## src/rtl/cxapbasyncbridge_master_domain_pkg.sv

```systemverilog
// -----------------------------------------------------------------------------
// cxapbasyncbridge_master_domain_pkg
// Shared definitions for the master-side half of the APB asynchronous bridge:
// CDC payload widths, field positions inside the forward/reverse payloads and
// the replay FSM state encoding.
// -----------------------------------------------------------------------------
package cxapbasyncbridge_master_domain_pkg;

  localparam int FWD_W  = 65;
  localparam int REV_W  = 33;
  localparam int ADDR_W = 32;
  localparam int DATA_W = 32;

  // Forward payload {paddr, pwdata, pwrite}
  localparam int FWD_PWRITE_BIT = 0;
  localparam int FWD_PWDATA_LSB = 1;
  localparam int FWD_PADDR_LSB  = 33;

  // Reverse payload {prdata, pslverr}
  localparam int REV_PSLVERR_BIT = 0;
  localparam int REV_PRDATA_LSB  = 1;

  typedef enum logic [1:0] {
    ST_IDLE         = 2'b00,
    ST_SETUP        = 2'b01,
    ST_ACCESS       = 2'b10,
    ST_WAIT_REQ_LOW = 2'b11
  } state_e;

endpackage

```

## src/rtl/cxapbasyncbridge_master_req_sync.sv

```systemverilog
// -----------------------------------------------------------------------------
// cxapbasyncbridge_master_req_sync
// Multi-flop synchroniser bringing the asynchronous request into the master
// clock domain. Free-running: deliberately not qualified by the APB clock
// enable, so the request keeps propagating while the bus is stalled.
//
// Ports:
//   pclkm      in   master clock
//   presetmn   in   asynchronous active-low reset, clears the chain
//   req_async  in   request from the other clock domain
//   req_sync   out  request after SYNC_STAGES flops
// -----------------------------------------------------------------------------
module cxapbasyncbridge_master_req_sync #(
  parameter int SYNC_STAGES = 2
) (
  input  logic pclkm,
  input  logic presetmn,
  input  logic req_async,
  output logic req_sync
);

  logic [SYNC_STAGES-1:0] sync_q;

  always_ff @(posedge pclkm or negedge presetmn) begin
    if (!presetmn) begin
      sync_q <= '0;
    end else begin
      sync_q <= {sync_q[SYNC_STAGES-2:0], req_async};
    end
  end

  assign req_sync = sync_q[SYNC_STAGES-1];

endmodule

```

## src/rtl/cxapbasyncbridge_master_domain.sv

```systemverilog
// -----------------------------------------------------------------------------
// cxapbasyncbridge_master_domain
// Master end of the APB asynchronous bridge. Accepts a 4-phase req/ack
// handshake with a 65-bit forward payload, replays each request as an APB3
// transfer (SETUP then ACCESS, with wait states) and returns
// {prdata, pslverr} on the reverse payload together with ack.
//
// Ports:
//   pclkm, presetmn        clock / asynchronous active-low reset
//   pclkenm                clock enable; FSM and APB/payload registers only
//                          advance on enabled edges
//   apbm_req_async         request in (asynchronous)
//   apbm_ack_async         acknowledge out (registered)
//   apbm_fwd_data_async    {paddr, pwdata, pwrite}, stable while req is high
//   apbm_rev_data_async    {prdata, pslverr}, registered
//   paddrm .. penablem     APB3 master request outputs
//   prdatam, pslverrm,
//   preadym                APB3 completer responses
// -----------------------------------------------------------------------------
module cxapbasyncbridge_master_domain
  import cxapbasyncbridge_master_domain_pkg::*;
#(
  parameter int SYNC_STAGES = 2
) (
  input  logic              pclkm,
  input  logic              presetmn,
  input  logic              pclkenm,
  input  logic              apbm_req_async,
  output logic              apbm_ack_async,
  input  logic [FWD_W-1:0]  apbm_fwd_data_async,
  output logic [REV_W-1:0]  apbm_rev_data_async,
  output logic [ADDR_W-1:0] paddrm,
  output logic [DATA_W-1:0] pwdatam,
  output logic              pwritem,
  output logic              pselm,
  output logic              penablem,
  input  logic [DATA_W-1:0] prdatam,
  input  logic              pslverrm,
  input  logic              preadym
);

  state_e state_q;
  state_e state_d;
  logic   req_sync;
  logic   psel_d;
  logic   penable_d;
  logic   ack_d;
  logic   load_fwd;
  logic   load_rev;

  cxapbasyncbridge_master_req_sync #(
    .SYNC_STAGES (SYNC_STAGES)
  ) u_req_sync (
    .pclkm     (pclkm),
    .presetmn  (presetmn),
    .req_async (apbm_req_async),
    .req_sync  (req_sync)
  );

  always_ff @(posedge pclkm or negedge presetmn) begin
    if (!presetmn) begin
      state_q <= ST_IDLE;
    end else if (pclkenm) begin
      state_q <= state_d;
    end
  end

  // A new request is only accepted once ack has returned low, which enforces
  // the full req-up / ack-up / req-down / ack-down cycle between transfers.
  always_comb begin
    state_d = state_q;
    case (state_q)
      ST_IDLE:         if (req_sync && !apbm_ack_async) state_d = ST_SETUP;
      ST_SETUP:        state_d = ST_ACCESS;
      ST_ACCESS:       if (preadym) state_d = ST_WAIT_REQ_LOW;
      ST_WAIT_REQ_LOW: if (!req_sync) state_d = ST_IDLE;
      default:         state_d = ST_IDLE;
    endcase
  end

  // Reverse payload is loaded on the same edge ack rises; the other domain
  // only looks at it after synchronising ack, so it is stable by then.
  always_comb begin
    psel_d    = pselm;
    penable_d = penablem;
    ack_d     = apbm_ack_async;
    load_fwd  = 1'b0;
    load_rev  = 1'b0;
    case (state_q)
      ST_IDLE: begin
        if (state_d == ST_SETUP) begin
          load_fwd = 1'b1;
          psel_d   = 1'b1;
        end
      end
      ST_SETUP: penable_d = 1'b1;
      ST_ACCESS: begin
        if (preadym) begin
          load_rev  = 1'b1;
          psel_d    = 1'b0;
          penable_d = 1'b0;
          ack_d     = 1'b1;
        end
      end
      ST_WAIT_REQ_LOW: if (!req_sync) ack_d = 1'b0;
      default: ;
    endcase
  end

  always_ff @(posedge pclkm or negedge presetmn) begin
    if (!presetmn) begin
      pselm               <= 1'b0;
      penablem            <= 1'b0;
      apbm_ack_async      <= 1'b0;
      paddrm              <= '0;
      pwdatam             <= '0;
      pwritem             <= 1'b0;
      apbm_rev_data_async <= '0;
    end else if (pclkenm) begin
      pselm          <= psel_d;
      penablem       <= penable_d;
      apbm_ack_async <= ack_d;
      if (load_fwd) begin
        paddrm  <= apbm_fwd_data_async[FWD_PADDR_LSB +: ADDR_W];
        pwdatam <= apbm_fwd_data_async[FWD_PWDATA_LSB +: DATA_W];
        pwritem <= apbm_fwd_data_async[FWD_PWRITE_BIT];
      end
      if (load_rev) begin
        apbm_rev_data_async[REV_PRDATA_LSB +: DATA_W] <= prdatam;
        apbm_rev_data_async[REV_PSLVERR_BIT]          <= pslverrm;
      end
    end
  end

endmodule

```

## config.mk

```make
export PLATFORM = sky130hd
export DESIGN_NAME = cxapbasyncbridge_master_domain
export DESIGN_NICKNAME = d
export VERILOG_FILES = /design/src/rtl/cxapbasyncbridge_master_domain_pkg.sv /design/src/rtl/cxapbasyncbridge_master_req_sync.sv /design/src/rtl/cxapbasyncbridge_master_domain.sv
export SDC_FILE = /design/constraint.sdc
export NUM_CORES = 1
export LEC_CHECK = 0
export CAP_MARGIN = 20
export CORE_MARGIN = 10
export CORE_UTILIZATION = 50
export DETAILED_ROUTE_END_ITERATION = 10
export DONT_BUFFER_PORTS = 1
export SYNTH_ARGS = -nofsm -noshare
export SYNTH_HDL_FRONTEND = slang
export SYNTH_HIERARCHICAL = 1
export SYNTH_SLANG_ARGS = --single-unit
```

## constraint.sdc

```tcl
create_clock -name pclkm -period 2 [get_ports pclkm]
set_input_delay 0.4 -clock pclkm [delete_from_list [all_inputs] [get_ports pclkm]]
set_output_delay 0.4 -clock pclkm [all_outputs]
set_load 0.01 [all_outputs]
```

==> results of run 1 <==
[layer usage]
layer  GRT usage (%)  share of wire [%]  vias to the layer above
met4            4.63                1.4                        0
met5               0                  0                        -
li1                -                  -                      840
met3            8.93                 13                       11
met2            23.6                 50                      115
met1            14.2                 35                      984
[worst reg2reg max path, delay by kind of cell (launching register included)]
family	cells	cell delay, ns
multiplexers	1	0.41
flip-flops	1	0.50
AND/OR/NAND/NOR	1	0.65
buffers and inverters	1	0.09
[sequential cells by signal (all words and copies together) (netlist names)]
register,count
penablem,1
paddrm,32
u_req_sync/sync_q,2
pselm,1
apbm_rev_data_async,33
apbm_ack_async,1
pwritem,1
state_q,2
pwdatam,32
[area by class of cell]
class | instances | area [sq um]
Tap cell | 105 | 131
Sequential cell | 105 | 2630
Clock inverter | 6 | 97.6
Inverter | 3 | 11.3
Clock buffer | 10 | 138
Timing Repair Buffer | 4 | 42.5
Multi-Input combinational cell | 120 | 1350
Fill cell | 680 | 3740
[power groups by stage]
stage | registers (mW) | logic [mW] | clock network, mW
after floorplan | 4.23 | 1.33 | 0
after global placement | 4.64 | 1.31 | 0
after detailed placement | 4.63 | 1.38 | 0
after CTS | 4.60 | 1.37 | 1.53
after global routing | 4.71 | 1.49 | 1.62
final | 4.53 | 1.35 | 1.48
[through the flow]
step                worst slack, ns  hold WS, ns  instance area, sq um
finish                        0.232       -0.285                  4400
global route                  0.159       -0.322                  4400
CTS                           0.226       -0.303                  4400
detailed placement            0.254        0.108                  4160
global placement              0.282        0.108                  4160
floorplan                     0.387        0.104                  4150
[cells in the final DEF (no fill, tap or decap)]
master	n
mux2_1	21
a31oi_1	2
nor2_1	2
mux2_2	47
inv_2	1
clkbuf_8	10
or3_4	1
a21boi_0	1
clkinv_4	2
and2_2	1
nor3b_1	1
inv_8	1
a21oi_1	4
nand2b_1	1
dfrtp_1	105
nand3_1	1
o21ai_0	4
inv_1	2
inv_6	1
and4bb_1	1
mux2_4	30
o22ai_1	1
nand2_1	2
buf_12	1
bufinv_16	2
buf_4	3
[worst paths after layout]
check                                          end  slack (ns)  cells after the start
setup / recovery           apbm_rev_data_async[16]        0.23                      3
hold / removal                         pwdatam[20]       -0.28                      0
setup reg to reg           apbm_rev_data_async[16]        0.23                      3
hold reg to reg               u_req_sync/sync_q[1]        0.36                      0
max in group asynchronous               pwdatam[0]        2.11                      0
min in group pclkm            u_req_sync/sync_q[0]        0.06                      0
[synthesized netlist by cell type]
| cell type | number |
|---|---|
| nor3b_1 | 1 |
| dfrtp_1 | 105 |
| nand2_1 | 2 |
| mux2_1 | 21 |
| buf_4 | 1 |
| and4bb_1 | 1 |
| mux2_2 | 47 |
| buf_12 | 3 |
| o22ai_1 | 1 |
| and2_1 | 1 |
| nand2b_1 | 1 |
| inv_1 | 2 |
| nand3_1 | 1 |
| buf_2 | 1 |
| buf_6 | 8 |
| or3_4 | 1 |
| a21boi_0 | 1 |
| nor2_1 | 2 |
| o21ai_0 | 4 |
| a21oi_1 | 4 |
| a31oi_1 | 2 |
| inv_2 | 1 |
| mux2_4 | 30 |
[logic make-up after synthesis]
family | Yosys count | share of synthesized area, %
AND/OR/NAND/NOR | 10 | 1.54
flip-flops | 105 | 63.3
AO/OA/AOI/OAI | 12 | 1.60
buffers and inverters | 16 | 4.19
multiplexers | 98 | 29.3
==> results_dict.tcl, run 1 <==
set metrics [dict create \
    hold_viol 105 \
    seqPwrFrac_pct 61.6 \
    ys_top_cells_by_area "dfrtp_1 63%, mux2_2 13%, mux2_4 11%" \
    leakagePower_nw 2.10 \
    dieWidth_microns 111 \
    numPortBuffers 0 \
    syn_area_sq_mm 0.00415 \
    worstSetupStartpoint "state_q[1]" \
    grt_overflow 0 \
    swShare_pct 33.3 \
    track_usage_pct 14.1 \
    outcome "finished with violations" \
    failed_checks "hold timing" \
    drtAntennaViolNets 0 \
    synth_cell_types 23 \
    critPathTopFamily "simple AND/OR/NAND/NOR gates" \
    yosysWarningCount 6 \
    synth_top_area_cell "dfrtp_1" \
    dp_cells 337 \
    hold_ws_ns -0.285 \
    synthesis.nets 344 \
    clockBufferDepth 2 \
    cts_tree "yes" \
    vias 1950 \
    path_buf_inv 1 \
    coreArea_sq_mm 0.00813 \
    ir_worst_vdd_uv 670 \
    drt_iter0_drc 95 \
    viasPerCell 5.52 \
    grt_first_pass_wirelength_microns 13600 \
    place_congestion 0.712 \
    relSlewSlack_pct 58.1 \
    arrival_ns 2.01 \
    min_period_ns 1.77 \
    syn_inst 241 \
    cts_inserted_buffers 9 \
    grt_start_max_net_pins 106 \
    slew_violations 0 \
    start_util_pct 51.0 \
    fp.dieH_microns 111 \
    crit_path_max_incr_delay_ns 0.65 \
    power_density_mw_per_mm2 1670 \
    switchingPower_mw 2.45 \
    rows 33 \
    clkPwrFrac_pct 20.1 \
    clk_latency_ns 0.36 \
    cts_resized 0 \
    fin_crit_sh_pct 88.4 \
    crit_path_max_fanout 33 \
    clk_pin_slew_ns 0.10 \
    finalSetupTns_ns 0 \
    post-route-util_pct 54.0 \
    cap_violations 0 \
    drc_errors 0 \
    p_int_mw 4.91 \
    layout.cells.non_filler 353 \
    firstDrtPassIters 4 \
    cts_max_level 3 \
    r2r_start "state_q[1]" \
    setup_viol 0 \
    wl_microns 8920 \
    critPathCaptureType "flip-flop" \
    antenna_cells 0 \
    tightestPinTransition_ns 0.629 \
    cp.required_ns 2.24 \
    grt_pass1_vias 2212 \
    start_kind "flip-flop" \
    cts_setup_buffers 0 \
    dp_hpwl_microns 6820 \
    clock-root-buffer "clkbuf_8" \
    postSynthAreaPerCell_sq_um 17.2 \
    crit_type "reg2reg" \
    rsz0062_at_grt "no" \
    power.total_mw 7.36 \
    path_cells "inv_2 -> or3_4 -> mux2_4" \
    ioPinCount 204 \
    clock.fmax_mhz 566 \
    skew_ns 0.0113 \
    combPwrFrac_pct 18.3 \
    cts_sinks 105 \
    die_area_sq_mm 0.0123 \
    drive_gt1_share_pct 40.3 \
    hold_path_class "in2async" \
    antenna_found_initial 0 \
    fin_nets 346 \
    area_growth_pct 5.97 \
    synth.yosys.seq_area_share_pct 63.3 \
    synth_top_area_share_pct 63.3 \
    synth_seq_cells 105 \
    cpMaxStageDelayCell "or3_4" \
    avgRoutedWirePerCell_microns 25.3 \
]
(Power assumes the default switching activity.)
==> inputs of run 2 (changes only) <==
==> constraint.sdc (replaced) <==
create_clock -name pclkm -period 2 [get_ports pclkm]
set_input_delay 0.1 -clock pclkm [delete_from_list [all_inputs] [get_ports pclkm]]
set_output_delay 0.1 -clock pclkm [all_outputs]
set_load 0.01 [all_outputs]
==> run 2 against run 1 <==
The flow now stops in clock tree synthesis (4_1_cts). Area after synthesis unchanged. Synthesized cell count stayed put.
==> results_dict.tcl, run 2 <==
set metrics [dict create \
    outcome "stopped before the end" \
    lastStage "clock tree synthesis (4_1_cts)" \
    error "[ERROR RSZ-0060] Max buffer count reached." \
    cts_resized 0 \
    fp.dieH_microns 111 \
    synth_top_area_cell "dfrtp_1" \
    cts_setup_buffers 0 \
    cts_inserted_buffers 9 \
    clockBufferDepth 2 \
    synth.yosys.seq_area_share_pct 63.3 \
    cts_max_level 3 \
    postSynthAreaPerCell_sq_um 17.2 \
    synth-edff-count 0 \
    synthesis.nets 344 \
    clock-root-buffer "clkbuf_8" \
    dieWidth_microns 111 \
    synth_top_area_share_pct 63.3 \
    synth_commonest_cells "105 x dfrtp_1, 47 x mux2_2, 30 x mux2_4, 21 x mux2_1, 8 x buf_6" \
    ioPinCount 204 \
    syn_inst 241 \
    ys_async_sr_fraction_pct 100 \
    cts_sinks 105 \
    syn_area_sq_mm 0.00415 \
    rows 33 \
    hold_buffers 101 \
    pre_cts_ws_ns 0.254 \
    yosysMostFrequentCell "dfrtp_1" \
    ys_top_cells_by_area "dfrtp_1 63%, mux2_2 13%, mux2_4 11%" \
    start_util_pct 51.0 \
    yosysWarningCount 6 \
    synth_seq_cells 105 \
    place_congestion 0.712 \
    numPortBuffers 0 \
    synth-main-ff-cell "dfrtp_1" \
    synth_cell_types 23 \
    dp_hpwl_microns 6820 \
]
run 2: cell counts after synthesis:
No cell type changed its count.
run 2: cells by family after synthesis:
family | Yosys count | synth area share (%)
and+or+nand+nor | 10 | 1.54
AOI/OAI and AO/OA | 12 | 1.60
DFF | 105 | 63.3
buffers and inverters | 16 | 4.19
muxes | 98 | 29.3
run 2: metrics by stage:
step                cells  instance area [sq um]
floorplan             241                   4150
global placement      337                   4160
detailed placement    337                   4160
==> inputs of run 3 (changes only) <==
--- a/config.mk
+++ b/config.mk
@@ -7,9 +7,10 @@
 export LEC_CHECK = 0
 export CAP_MARGIN = 20
 export CORE_MARGIN = 10
-export CORE_UTILIZATION = 50
+export CORE_UTILIZATION = 35
 export DETAILED_ROUTE_END_ITERATION = 10
 export DONT_BUFFER_PORTS = 1
+export PLACE_DENSITY_LB_ADDON = 0.15
 export SYNTH_ARGS = -nofsm -noshare
 export SYNTH_HDL_FRONTEND = slang
 export SYNTH_HIERARCHICAL = 1
==> run 3 against run 2 <==
The run again fails in clock tree synthesis (4_1_cts). Area after synthesis stayed put. Synthesized cell count unchanged.
==> results_dict.tcl, run 3 <==
set metrics [dict create \
    yosysMostFrequentCell "dfrtp_1" \
    yosysWarningCount 6 \
    synthesis.nets 344 \
    dieWidth_microns 129 \
    synth-edff-count 0 \
    synth-main-ff-cell "dfrtp_1" \
    fp.dieH_microns 129 \
    synth_top_area_cell "dfrtp_1" \
    postSynthAreaPerCell_sq_um 17.2 \
    clock-root-buffer "clkbuf_16" \
    syn_inst 241 \
    synth_seq_cells 105 \
    start_util_pct 36.0 \
    clockBufferDepth 2 \
    synth.yosys.seq_area_share_pct 63.3 \
    synth_cell_types 23 \
    cts_sinks 105 \
    outcome "stopped before the end" \
    hold_buffers 101 \
    cts_resized 0 \
    dp_hpwl_microns 6840 \
    cts_setup_buffers 0 \
    dpl_cell_area_sq_mm 0.00419 \
    synth_commonest_cells "105 x dfrtp_1, 47 x mux2_2, 30 x mux2_4, 21 x mux2_1, 8 x buf_6" \
    ioPinCount 204 \
    lastStage "clock tree synthesis (4_1_cts)" \
    rows 39 \
    syn_area_sq_mm 0.00415 \
    ys_async_sr_fraction_pct 100 \
    synth_top_area_share_pct 63.3 \
    ys_top_cells_by_area "dfrtp_1 63%, mux2_2 13%, mux2_4 11%" \
    numPortBuffers 0 \
    error "[ERROR RSZ-0060] Max buffer count reached." \
    cts_max_level 3 \
    place_congestion 0.670 \
    cts_inserted_buffers 9 \
]
## run 3: cell counts after synthesis
No cell type changed its count.
## run 3: cells by family after synthesis
family	count (synthesis)	synth area share, %
simple gates	10	1.54
mux	98	29.3
buf+inv	16	4.19
compound gates	12	1.60
flops	105	63.3
## run 3: metrics by stage
step | hold WS [ns] | setup slack (ns) | cells | util (%)
floorplan | -0.196 | 0.412 | 241 | -
global placement | -0.192 | 0.256 | 373 | 36.4
detailed placement | -0.192 | 0.249 | 373 | 36.4
